$ cat src/rtl/cdb_arbiter.sv
// cdb_arbiter: two-source result FIFOs feeding one registered CDB broadcast.
// Ports: clk, rst (sync, active-low), rdy, rollback_flag; ALU_* and LSB_*
// result inputs with X_ready back-pressure; CDB_* registered broadcast.
// Optional macro CDB_FIXED_PRIO_EN: ALU always wins (default round-robin).
module cdb_arbiter #(
  parameter int QUEUE_DEPTH  = 2,
  parameter int ROB_ID_WIDTH = 4,
  parameter int DATA_WIDTH   = 32
) (
  input  logic                    clk,
  input  logic                    rst,
  input  logic                    rdy,
  input  logic                    rollback_flag,
  input  logic                    ALU_input_valid,
  input  logic [ROB_ID_WIDTH-1:0] ALU_ROB_id,
  input  logic [DATA_WIDTH-1:0]   ALU_value,
  input  logic [DATA_WIDTH-1:0]   ALU_targeted_pc,
  input  logic                    ALU_jump_flag,
  output logic                    ALU_ready,
  input  logic                    LSB_input_valid,
  input  logic [ROB_ID_WIDTH-1:0] LSB_ROB_id,
  input  logic [DATA_WIDTH-1:0]   LSB_value,
  output logic                    LSB_ready,
  output logic                    CDB_valid,
  output logic [ROB_ID_WIDTH-1:0] CDB_ROB_id,
  output logic [DATA_WIDTH-1:0]   CDB_value,
  output logic [DATA_WIDTH-1:0]   CDB_targeted_pc,
  output logic                    CDB_jump_flag,
  output logic                    CDB_src
);

  localparam int PW = $clog2(QUEUE_DEPTH);
  localparam int CW = PW + 1;
  localparam logic [CW-1:0] FULL = CW'(QUEUE_DEPTH);

  typedef struct packed {
    logic [ROB_ID_WIDTH-1:0] id;
    logic [DATA_WIDTH-1:0]   value;
    logic [DATA_WIDTH-1:0]   pc;
    logic                    jump;
  } alu_ent_t;

  typedef struct packed {
    logic [ROB_ID_WIDTH-1:0] id;
    logic [DATA_WIDTH-1:0]   value;
  } lsb_ent_t;

  alu_ent_t alu_mem_q [QUEUE_DEPTH];
  alu_ent_t alu_mem_d [QUEUE_DEPTH];
  lsb_ent_t lsb_mem_q [QUEUE_DEPTH];
  lsb_ent_t lsb_mem_d [QUEUE_DEPTH];

  logic [PW-1:0] alu_rd_q, alu_rd_d;
  logic [PW-1:0] alu_wr_q, alu_wr_d;
  logic [CW-1:0] alu_cnt_q, alu_cnt_d;
  logic [PW-1:0] lsb_rd_q, lsb_rd_d;
  logic [PW-1:0] lsb_wr_q, lsb_wr_d;
  logic [CW-1:0] lsb_cnt_q, lsb_cnt_d;

  logic last_grant_q, last_grant_d;

  logic                    cdb_valid_q, cdb_valid_d;
  logic [ROB_ID_WIDTH-1:0] cdb_id_q, cdb_id_d;
  logic [DATA_WIDTH-1:0]   cdb_value_q, cdb_value_d;
  logic [DATA_WIDTH-1:0]   cdb_pc_q, cdb_pc_d;
  logic                    cdb_jump_q, cdb_jump_d;
  logic                    cdb_src_q, cdb_src_d;

  logic active, flush;
  logic alu_ne, lsb_ne;
  logic gnt_alu, gnt_lsb;
  logic alu_push, lsb_push;
  logic alu_pop, lsb_pop;

  assign active = rdy & ~rollback_flag;
  assign flush  = rdy & rollback_flag;

  assign ALU_ready = active & (alu_cnt_q != FULL);
  assign LSB_ready = active & (lsb_cnt_q != FULL);

  assign alu_push = ALU_input_valid & ALU_ready;
  assign lsb_push = LSB_input_valid & LSB_ready;

  assign alu_ne = |alu_cnt_q;
  assign lsb_ne = |lsb_cnt_q;

`ifdef CDB_FIXED_PRIO_EN
  assign gnt_alu = alu_ne;
  assign gnt_lsb = lsb_ne & ~alu_ne;
`else
  // last_grant_q=1 means LSB went last, so ALU gets the tie.
  assign gnt_alu = alu_ne & (~lsb_ne | last_grant_q);
  assign gnt_lsb = lsb_ne & (~alu_ne | ~last_grant_q);
`endif

  assign alu_pop = active & gnt_alu;
  assign lsb_pop = active & gnt_lsb;

  always_comb begin
    alu_mem_d    = alu_mem_q;
    lsb_mem_d    = lsb_mem_q;
    alu_rd_d     = alu_rd_q;
    alu_wr_d     = alu_wr_q;
    alu_cnt_d    = alu_cnt_q;
    lsb_rd_d     = lsb_rd_q;
    lsb_wr_d     = lsb_wr_q;
    lsb_cnt_d    = lsb_cnt_q;
    last_grant_d = last_grant_q;
    cdb_valid_d  = cdb_valid_q;
    cdb_id_d     = cdb_id_q;
    cdb_value_d  = cdb_value_q;
    cdb_pc_d     = cdb_pc_q;
    cdb_jump_d   = cdb_jump_q;
    cdb_src_d    = cdb_src_q;

    if (flush) begin
      alu_rd_d    = '0;
      alu_wr_d    = '0;
      alu_cnt_d   = '0;
      lsb_rd_d    = '0;
      lsb_wr_d    = '0;
      lsb_cnt_d   = '0;
      cdb_valid_d = 1'b0;
    end else if (active) begin
      unique case (1'b1)
        gnt_alu: begin
          cdb_valid_d  = 1'b1;
          cdb_id_d     = alu_mem_q[alu_rd_q].id;
          cdb_value_d  = alu_mem_q[alu_rd_q].value;
          cdb_pc_d     = alu_mem_q[alu_rd_q].pc;
          cdb_jump_d   = alu_mem_q[alu_rd_q].jump;
          cdb_src_d    = 1'b0;
          alu_rd_d     = alu_rd_q + PW'(1);
          last_grant_d = 1'b0;
        end
        gnt_lsb: begin
          cdb_valid_d  = 1'b1;
          cdb_id_d     = lsb_mem_q[lsb_rd_q].id;
          cdb_value_d  = lsb_mem_q[lsb_rd_q].value;
          cdb_pc_d     = '0;
          cdb_jump_d   = 1'b0;
          cdb_src_d    = 1'b1;
          lsb_rd_d     = lsb_rd_q + PW'(1);
          last_grant_d = 1'b1;
        end
        default: cdb_valid_d = 1'b0;
      endcase

      if (alu_push) begin
        alu_mem_d[alu_wr_q] = '{
          id:    ALU_ROB_id,
          value: ALU_value,
          pc:    ALU_targeted_pc,
          jump:  ALU_jump_flag
        };
        alu_wr_d = alu_wr_q + PW'(1);
      end
      if (lsb_push) begin
        lsb_mem_d[lsb_wr_q] = '{
          id:    LSB_ROB_id,
          value: LSB_value
        };
        lsb_wr_d = lsb_wr_q + PW'(1);
      end

      alu_cnt_d = alu_cnt_q + CW'(alu_push) - CW'(alu_pop);
      lsb_cnt_d = lsb_cnt_q + CW'(lsb_push) - CW'(lsb_pop);
    end
  end

  always_ff @(posedge clk) begin
    alu_mem_q <= alu_mem_d;
    lsb_mem_q <= lsb_mem_d;
  end

  always_ff @(posedge clk) begin
    if (!rst) begin
      alu_rd_q     <= '0;
      alu_wr_q     <= '0;
      alu_cnt_q    <= '0;
      lsb_rd_q     <= '0;
      lsb_wr_q     <= '0;
      lsb_cnt_q    <= '0;
      last_grant_q <= 1'b1;
      cdb_valid_q  <= 1'b0;
      cdb_id_q     <= '0;
      cdb_value_q  <= '0;
      cdb_pc_q     <= '0;
      cdb_jump_q   <= 1'b0;
      cdb_src_q    <= 1'b0;
    end else begin
      alu_rd_q     <= alu_rd_d;
      alu_wr_q     <= alu_wr_d;
      alu_cnt_q    <= alu_cnt_d;
      lsb_rd_q     <= lsb_rd_d;
      lsb_wr_q     <= lsb_wr_d;
      lsb_cnt_q    <= lsb_cnt_d;
      last_grant_q <= last_grant_d;
      cdb_valid_q  <= cdb_valid_d;
      cdb_id_q     <= cdb_id_d;
      cdb_value_q  <= cdb_value_d;
      cdb_pc_q     <= cdb_pc_d;
      cdb_jump_q   <= cdb_jump_d;
      cdb_src_q    <= cdb_src_d;
    end
  end

  assign CDB_valid       = cdb_valid_q;
  assign CDB_ROB_id      = cdb_id_q;
  assign CDB_value       = cdb_value_q;
  assign CDB_targeted_pc = cdb_pc_q;
  assign CDB_jump_flag   = cdb_jump_q;
  assign CDB_src         = cdb_src_q;

endmodule
$ cat config.mk
export PLATFORM = sky130hd
export DESIGN_NAME = cdb_arbiter
export DESIGN_NICKNAME = d
export VERILOG_FILES = /design/src/rtl/cdb_arbiter.sv
export SDC_FILE = /design/constraint.sdc
export NUM_CORES = 1
export LEC_CHECK = 0
export BUFFER_PORTS_ARGS = -buffer_cell sky130_fd_sc_hd__buf_2
export CAP_MARGIN = 20
export CORE_AREA = 3 3 162 164
export CTS_CLUSTER_SIZE = 12
export DETAILED_ROUTE_END_ITERATION = 10
export DIE_AREA = 0 0 165 167
export PLACE_DENSITY = 0.72
export SYNTH_ARGS = -nofsm -noshare
export SYNTH_HDL_FRONTEND = slang
export SYNTH_SLANG_ARGS = --single-unit
$ cat constraint.sdc
create_clock -name clk -period 11.85 [get_ports clk]
set_input_delay 1.185 -clock clk [delete_from_list [all_inputs] [get_ports clk]]
set_output_delay 1.185 -clock clk [all_outputs]
set_load 0.01 [all_outputs]
==> results of run 1 <==
[cells in the mapped netlist, types with 3 or more instances]
| cell | number | area share (%) |
|---|---|---|
| o21ai_1 | 14 | 0.63 |
| dfxtp_1 | 80 | 14 |
| inv_1 | 7 | 0.24 |
| mux2i_1 | 69 | 6.2 |
| buf_4 | 9 | 0.61 |
| o21a_1 | 3 | 0.20 |
| a2111oi_1 | 10 | 0.90 |
| o21ai_0 | 22 | 0.99 |
| nand3b_1 | 3 | 0.20 |
| nor3_1 | 3 | 0.13 |
| a2111oi_0 | 26 | 2.0 |
| buf_2 | 25 | 1.1 |
| a21oi_1 | 75 | 3.4 |
| ha_1 | 4 | 0.45 |
| nand2_1 | 6 | 0.20 |
| edfxtp_1 | 210 | 57 |
| nor4_1 | 37 | 2.1 |
| nor2_1 | 3 | 0.10 |
| clkbuf_1 | 18 | 0.61 |
| or4_1 | 35 | 2.4 |
| mux2_2 | 36 | 3.6 |
| buf_6 | 10 | 1.0 |
[area by class of cell]
class                   instances  area (µm²)  share of cell area [%]
diodes                          1        2.50                  0.0190
clock buffers                  49         862                    6.54
clock inverters                 6        40.0                   0.304
inverters                       8        31.3                   0.237
multi-input cells             369        2850                    21.6
flip-flops and latches        290        7910                    60.0
well taps                     330         413                    3.13
repair buffers                196        1070                    8.09
[worst max path at each step]
| stage | startpoint | end | slack, ns | cells past startpoint |
|---|---|---|---|---|
| detailed placement | rollback_flag | lsb_cnt_q[1]$_SDFFE_PP0P_ | 8.11 | 9 |
| floorplan | rdy | alu_mem_q[0]$_DFFE_PP_ | 6.72 | 5 |
| CTS | rdy | ALU_ready | 8.32 | 5 |
| global route | rdy | LSB_ready | 8.25 | 5 |
| finish | rdy | ALU_ready | 8.32 | 5 |
| global placement | rollback_flag | lsb_cnt_q[1]$_SDFFE_PP0P_ | 8.20 | 9 |
[state kept, by name, summed over array words and instances, names as in the netlist]
signal and flops:
alu_mem_q 138, lsb_mem_q 72, CDB_targeted_pc 32, CDB_value 32, CDB_ROB_id 4, alu_cnt_q 2, lsb_cnt_q 2, CDB_jump_flag 1
CDB_src 1, CDB_valid 1, alu_rd_q 1, alu_wr_q 1, last_grant_q 1, lsb_rd_q 1, lsb_wr_q 1
[cell families (layout without fill, tap and decap cells)]
family	count (synthesis)	in the layout	synth area share, %
adders and majority gates	4	4	0.450
and+or+nand+nor	100	100	5.96
muxes	105	105	9.85
DFF	290	290	71.1
other	0	1	0
buffers and inverters	71	259	3.70
xor gates and xnor gates	2	2	0.157
AOI/OAI and AO/OA	158	158	8.81
[power by group]
part / internal, mW / switching, mW
Sequential: 1.10 / 0.00544
Combinational: 0.0283 / 0.0507
Clock: 0.494 / 0.361
[metal layers]
layer	wire length (µm)	part of all wire, %	up-vias	GRT usage, %
met5	34	0.13	-	0
met4	663	2.6	6	5.65
met3	1870	7.4	50	3.43
met2	12400	49	297	28.9
met1	10300	41	3431	24.9
li1	-	-	3240	-
[tightest hold or removal path, cell delays in order (launching register included)]
cell and delay, ns:
dfxtp_1 0.30, o21ai_0 0.06, a21oi_1 0.06
[per-stage QoR]
step                      util [%]  cells  hold slack [ns]  total power [mW]  setup WS, ns
after detailed placement      48.8   1191            0.463              1.21          8.11
after CTS                     52.4   1246            0.471              2.06          8.32
after floorplan                  -    730            0.458              1.17          6.72
after global routing          52.6   1249            0.490              2.11          8.25
after global placement        48.7   1190            0.459              1.21          8.20
final                         52.6   1249            0.469              2.04          8.32
==> impl_metrics.ini, run 1 <==
[timing]
tightest_slew_ns = 1.06
setup_tns_ns = 0
finClkSkew_ns = 0.0138
fin_crit_sh_pct = 29.8
final-hold-violation-count = 0
rsz0062_at_grt = no
period_minus_slack_ns = 3.53
setup_viol = 0
clock.fmax_mhz = 284
final_max_slew_viol_count = 0
relSlewSlack_pct = 29.0

[outcome]
outcome = finished, final reports clean

[logic_synthesis]
syn_nets = 845
synthCells = 730
ys_ff_latch = 290
avgSynthCellArea_um2 = 15.2
synth_flop_cell = edfxtp_1
yosysWarnings = 0
ys_types = 40
synth_edf_count = 210
netlist_area_um2 = 11100
async_reset_ff_share_pct = 0
seq_area_frac_synth_pct = 71.1

[layout]
nets = 1010
most-common-layout-cells = 210 x edfxtp_1, 183 x buf_2, 78 x dfxtp_1
final_common_cell = edfxtp_1
drive_above_1_share_pct = 30.9
design_area_um2 = 13200
area_growth_pct = 18.5
fillCellCount = 2060

[floorplanning]
die_area_um2 = 27600
ioPinCount = 184
core_area_um2 = 25000
die_x_um = 165
die_h_um = 167
start_util_pct = 44.4
rows = 58

[setup_path]
reg2reg_depth = 8
crit_chain = buf_2 -> nor2b_4 -> buf_4 -> and2_1 -> buf_2
worst-r2r-setup-slack_ns = 9.12
required_ns = 10.67
cp_common_cell = buf_2
cp-start-kind = input pin
crit_buf_inv = 3
rr_startpoint = alu_cnt_q[1]$_SDFFE_PP0P_
r2r-end = lsb_cnt_q[1]$_SDFFE_PP0P_
end_kind = output port
max_stage_delay_ns = 0.44
cpMaxStageDelayCell = buf_4
path_max_fanout = 44
cp.arrival_ns = 2.34
path_delay_family = buffers and inverters
critical_path_class = in2out

[cts]
h-tree-depth = 1
clk_latency_ns = 0.54
cts_made_buffers = 30
clock_sinks = 290
postCtsSetupBuffers = 0
cts.clk_slew.worst_paths_ns = 0.06
ctsHoldBuffers = 0
cts_tree = done
ctsResizeCount = 0
root_buffer = clkbuf_16
clock_path_buffers = 3

[grt]
antenna_found_initial = 4
grtUsageTotal_pct = 18.0
overflow = 0
grt_start_max_net_pins = 112
grt_pass1_wl_um = 39200
grt_pass1_vias = 6912

[detailed_routing]
post_drt_wl_per_cell_um = 20.2
routed_via_density = 5.62
vias = 7024
drc = 0
wl_um = 25300
ant_nets = 0
drtIter0Drc = 570
dr.pass1.iters = 5

[placement]
portBuffers = 183
dp_hpwl_um = 15300
postPlaceCellArea_um2 = 12200
place_congestion = 0.742

[power]
ir_drop_uv = 104
power.density_nw_per_um2 = 155
leakage_nw = 4.48

[hold_path]
hold_end = CDB_targeted_pc[17]$_SDFFE_PN0P_
hold_path_depth = 2
hold_start = CDB_targeted_pc[17]$_SDFFE_PN0P_
holdCritPathClass = reg2reg

[flow_run]
drv_cap = 0
No activity file was read; power rests on OpenSTA's default activity.
==> inputs of run 2 (changes only) <==
- clock period: 11.85 -> 3.3 ns (I/O delays scaled with it)
==> run 2 against run 1 <==
Setup slack worse by 7.5 ns; sequential power rose to 3.6 times the previous value; combinational power grew to 4.8 times the previous value; critical endpoint is now CDB_value[31]$_SDFFE_PN0P_; highest routed layer is now met4.
==> impl_metrics.ini, run 2 (synthesis gave the netlist of run 1 again) <==
[grt]
grt_start_max_net_pins = 81
overflow = 0
antenna_found_initial = 4
grt_pass1_vias = 7310
grt_pass1_wl_um = 40200
grtUsageTotal_pct = 18.4

[timing]
setup_tns_ns = 0
rsz0062_at_grt = no
tightest_slew_ns = 1.01
setup_viol = 0
fin_crit_sh_pct = 74.0
final-hold-violation-count = 0
final_max_slew_viol_count = 0
relSlewSlack_pct = 33.0
period_minus_slack_ns = 2.44
finClkSkew_ns = 0.0190
clock.fmax_mhz = 410
whs_ns = 0.0557
layout_setup_ws_ns = 0.859

[placement]
dp_hpwl_um = 15100
pre_cts_ws_ns = 0.913
portBuffers = 183
dp_cells = 1195
place_congestion = 0.816
postPlaceCellArea_um2 = 12300

[detailed_routing]
drtIter0Drc = 642
ant_nets = 0
routed_via_density = 5.40
wl_um = 26000
post_drt_wl_per_cell_um = 19.1
drc = 0
dr.pass1.iters = 5
vias = 7341

[cts]
cts_made_buffers = 30
clock_path_buffers = 3
postCtsSetupBuffers = 0
ctsHoldBuffers = 105
cts.clk_slew.worst_paths_ns = 0.06
root_buffer = clkbuf_16
h-tree-depth = 1
ctsResizeCount = 0
clk_latency_ns = 0.55
clock_sinks = 290
cts_tree = done

[floorplanning]
die_x_um = 165
die_area_um2 = 27600
rows = 58
core_area_um2 = 25000
die_h_um = 167
ioPinCount = 184
start_util_pct = 44.4

[setup_path]
path_delay_family = flip-flops
crit_chain = buf_4 -> mux2i_1 -> a2111oi_0
cp-start-kind = flip-flop
crit_buf_inv = 1
worst-r2r-setup-slack_ns = 0.86
cpMaxStageDelayCell = dfxtp_4
max_stage_delay_ns = 0.95
critical_path_class = reg2reg
cp.arrival_ns = 2.83
end_kind = flip-flop
required_ns = 3.69
path_max_fanout = 51

[layout]
area_growth_pct = 27.9
regMostFlops = alu_mem_q
instances_no_fill = 1360
nets = 1117
reg.largest.list = alu_mem_q x138, lsb_mem_q x72
design_area_um2 = 14200
drive_above_1_share_pct = 28.0
final_common_cell = edfxtp_1
fin_util_pct = 56.8
largest_reg_flops = 138
most-common-layout-cells = 210 x edfxtp_1, 183 x buf_2, 105 x dlygate4sd3_1

[power]
ir_drop_uv = 290
power.density_nw_per_um2 = 523
power_mw = 7.44
leakage_nw = 4.91

[flow_run]
drv_cap = 0

[hold_path]
holdCritPathClass = in2reg

[outcome]
outcome = finished, final reports clean
-- run 2: cell types whose count changed in the layout (fill, tap and decap cells not counted), moves of 2 or more --
cell / previous run / this run
dlygate4sd3_1: 0 / 105
diode_2: 1 / 4
buf_16: 2 / 0
clkbuf_1: 15 / 17
buf_4: 10 / 13
-- run 2: layer usage --
| metal | global-route usage [%] | share of wire [%] | wire length, µm | up-vias |
|---|---|---|---|---|
| met4 | 5.62 | 2.4 | 616 | 0 |
| met3 | 2.44 | 4.7 | 1210 | 50 |
| met1 | 24.9 | 43 | 11100 | 3630 |
| li1 | - | - | - | 3453 |
| met2 | 30.8 | 50 | 13000 | 208 |
| met5 | 0 | 0 | 0 | - |
-- run 2: where the power goes --
part	leakage (nW)	switching, mW	internal, mW
Sequential	2.55	0.0204	3.97
Combinational	1.92	0.200	0.182
Clock	0.432	1.30	1.76
Total	4.91	1.52	5.91
-- run 2: worst paths after layout --
| path | from | to | cells past startpoint |
|---|---|---|---|
| worst min register to register | CDB_targeted_pc[0]$_SDFFE_PN0P_ | CDB_targeted_pc[0]$_SDFFE_PN0P_ | 2 |
| worst max register to register | alu_rd_q$_SDFFE_PP0P_ | CDB_value[31]$_SDFFE_PN0P_ | 3 |
| worst max-delay path | alu_rd_q$_SDFFE_PP0P_ | CDB_value[31]$_SDFFE_PN0P_ | 3 |
| worst min-delay path | rst | last_grant_q$_SDFFE_PN1P_ | 2 |
-- run 2: area by class of cell --
cell class	count	area, µm²
multi-input cells	369	2850
well taps	330	413
diodes	4	10.0
clock buffers	50	856
flip-flops and latches	290	7910
inverters	8	31.3
fillers	1989	10800
repair buffers	303	2100
clock inverters	6	46.3
-- run 2: worst register-to-register path: stages (launching register included) --
cell	delay [ns]
dfxtp_4	0.95
buf_4	0.59
mux2i_1	0.19
a2111oi_0	0.56
==> inputs of run 3 (changes only) <==
- ABC_AREA: default -> 1
- CORE_AREA: 3 3 162 164 -> 3 3 163 165
- DIE_AREA: 0 0 165 167 -> 0 0 166 168
- PLACE_DENSITY: 0.72 -> 0.75
- clock period: 3.3 -> 2.03 ns (I/O delays scaled with it)
==> run 3 against run 2 <==
Area after synthesis grew 1.1%; total power increased by 66%; clock skew fell by 0.0047 ns; first-iteration DRC count fell by 19%; non-clock buffer count is 8 higher; core utilization increased by 0.86 points; routed wire length grew 8.1%; sequential share of layout area decreased by 1.1 points; sequential power increased by 63%; register-to-register slack worse by 0.73 ns; critical path type unchanged; critical endpoint is now alu_cnt_q[1]$_SDFFE_PP0P_; highest routed layer unchanged.
==> impl_metrics.ini, run 3 <==
[logic_synthesis]
seq_area_frac_synth_pct = 70.3
synthTopCellsByArea = edfxtp_1 56%, nand2_1 16%, dfxtp_1 14%
ys_ff_latch = 290
synth_flop_cell = edfxtp_1
synth_top_area_share_pct = 56.1
yosysWarnings = 0
avgSynthCellArea_um2 = 10.7
synth_area_leader_cell = edfxtp_1
syn_nets = 1164
netlist_area_um2 = 11200
synth_edf_count = 210
yosysMostFrequentCell = nand2_1
synthCells = 1049
synth_common_cells = 489 x nand2_1, 210 x edfxtp_1, 80 x dfxtp_1
async_reset_ff_share_pct = 0
ys_types = 31

[placement]
dp_hpwl_um = 16500
place_congestion = 0.785
portBuffers = 183

[cts]
h-tree-depth = 1
clk_latency_ns = 0.55
root_buffer = clkbuf_16
postCtsSetupBuffers = 0
cts_made_buffers = 30
cts_tree = done
clock_path_buffers = 3
cts.clk_slew.worst_paths_ns = 0.06
clock_sinks = 290

[power]
ir_drop_uv = 540
power.density_nw_per_um2 = 851
leakage_nw = 6.14
power_mw = 12.4

[floorplanning]
die_h_um = 168
core_area_um2 = 25200
die_x_um = 166
die_area_um2 = 27900
start_util_pct = 44.7
rows = 58
ioPinCount = 184

[layout]
area_growth_pct = 29.1
final_common_cell = nand2_1
most-common-layout-cells = 488 x nand2_1, 210 x edfxtp_1, 183 x buf_2
nets = 1456
regMostFlops = alu_mem_q
drive_above_1_share_pct = 21.1
reg.largest.list = alu_mem_q x138, lsb_mem_q x72
largest_reg_flops = 138

[setup_path]
cp-startpoint = lsb_cnt_q[0]$_SDFFE_PP0P_
worst-r2r-setup-slack_ns = 0.13
cp.arrival_ns = 2.32
required_ns = 2.46
critical_path_class = reg2reg
cp-start-kind = flip-flop
end_kind = flip-flop
cp-endpoint = alu_cnt_q[1]$_SDFFE_PP0P_
reg2reg_depth = 13
path_max_fanout = 10
r2r-end = alu_cnt_q[1]$_SDFFE_PP0P_
rr_startpoint = lsb_cnt_q[0]$_SDFFE_PP0P_

[detailed_routing]
dr.pass1.iters = 8
vias = 8254
drtIter0Drc = 519
post_drt_wl_per_cell_um = 16.6
ant_nets = 0
routed_via_density = 4.86
drc = 0
wl_um = 28100

[grt]
grt_start_max_net_pins = 62
grt_pass1_vias = 8459
grtUsageTotal_pct = 19.8
grt_pass1_wl_um = 44400
antenna_found_initial = 4
overflow = 0

[timing]
finClkSkew_ns = 0.0143
setup_viol = 0
final-hold-violation-count = 0
tightest_slew_ns = 0.561
period_minus_slack_ns = 1.90
whs_ns = 0.0784
fin_crit_sh_pct = 93.4
rsz0062_at_grt = no
clock.fmax_mhz = 527
final_max_slew_viol_count = 0
relSlewSlack_pct = 62.6

[hold_path]
holdCritPathClass = in2reg

[flow_run]
drv_cap = 0

[outcome]
outcome = finished, final reports clean
-- run 3: cell count changes after synthesis, sizes merged, moves of 26 or more --
cell	delta
a2111oi	-36
a21oi	-26
mux2	-36
mux2i	-69
nand2	+503
nor2	+65
nor4	-38
or4	-35
-- run 3: timing repair --
item                       in CTS  in global routing
setup endpoints to repair       0                  1
resized for setup               0                  1
hold buffers                  105                  0
hold endpoints to repair      210                  0
-- run 3: how the worst min path moves through the flow --
stage | cells after the start | end | slack, ns | startpoint
after floorplan | 0 | alu_mem_q[0]$_DFFE_PP_ | 0.30 | ALU_jump_flag
after global placement | 1 | alu_mem_q[21]$_DFFE_PP_ | 0.39 | ALU_targeted_pc[20]
after detailed placement | 1 | lsb_mem_q[9]$_DFFE_PP_ | 0.39 | LSB_value[9]
after CTS | 3 | alu_cnt_q[0]$_SDFFE_PP0P_ | 0.05 | rdy
after global routing | 4 | alu_wr_q$_SDFFE_PP0P_ | 0.09 | ALU_input_valid
final | 3 | alu_cnt_q[0]$_SDFFE_PP0P_ | 0.08 | rdy
-- run 3: cell type report --
type	instances	area (µm²)
antenna	4	10.0
tap	330	413
inverter	18	80.1
multi-input combinational	690	2950
clock buffer	49	862
clock inverter	6	42.5
fill	2012	10700
sequential	290	7910
timing repair buffer	311	2250
-- run 3: cells by family after synthesis --
logic type	share of synthesized area, %
flip-flops	70.3
AO/OA/AOI/OAI	3.76
buffers and inverters	3.94
adder cells (fa/ha/maj)	0.445
AND/OR/NAND/NOR	21.6
-- run 3: critical path: stages (launching register included) --
cell and delay [ns]:
dfxtp_1 0.35, inv_2 0.07, nand2_4 0.10, nand2_4 0.11, nand2_2 0.14, inv_6 0.03
ha_1 0.28, inv_1 0.06, ha_1 0.16, nor2_1 0.04, nor2_1 0.12, nand2_1 0.10
o21ai_0 0.16, a21oi_1 0.06
-- run 3: where the power goes --
| part | switching (mW) | total (mW) | leakage, nW | internal (mW) |
|---|---|---|---|---|
| sequential | 0.0453 | 6.52 | 2.56 | 6.48 |
| clock | 2.13 | 5.01 | 0.437 | 2.88 |
| combinational | 0.460 | 0.832 | 3.15 | 0.371 |
-- run 3: stage by stage --
step                setup WS, ns  cells  util [%]  TNS (ns)  instance area (µm²)
floorplan                 -0.210   1049         -    -30.15                11300
global placement           0.200   1534      49.9         0                12600
detailed placement         0.118   1534      49.9         0                12600
CTS                       0.0823   1694      57.6         0                14500
global route              0.0323   1698      57.7         0                14500
finish                     0.133   1698      57.7         0                14500
-- run 3: per-layer routing --
layer | track usage (%) | vias to the layer above | part of all wire (%)
met2 | 35.8 | 258 | 52
li1 | - | 4038 | -
met3 | 3.05 | 59 | 5.3
met1 | 24.0 | 3899 | 40
met5 | 0 | - | 0
met4 | 7.41 | 0 | 3.2
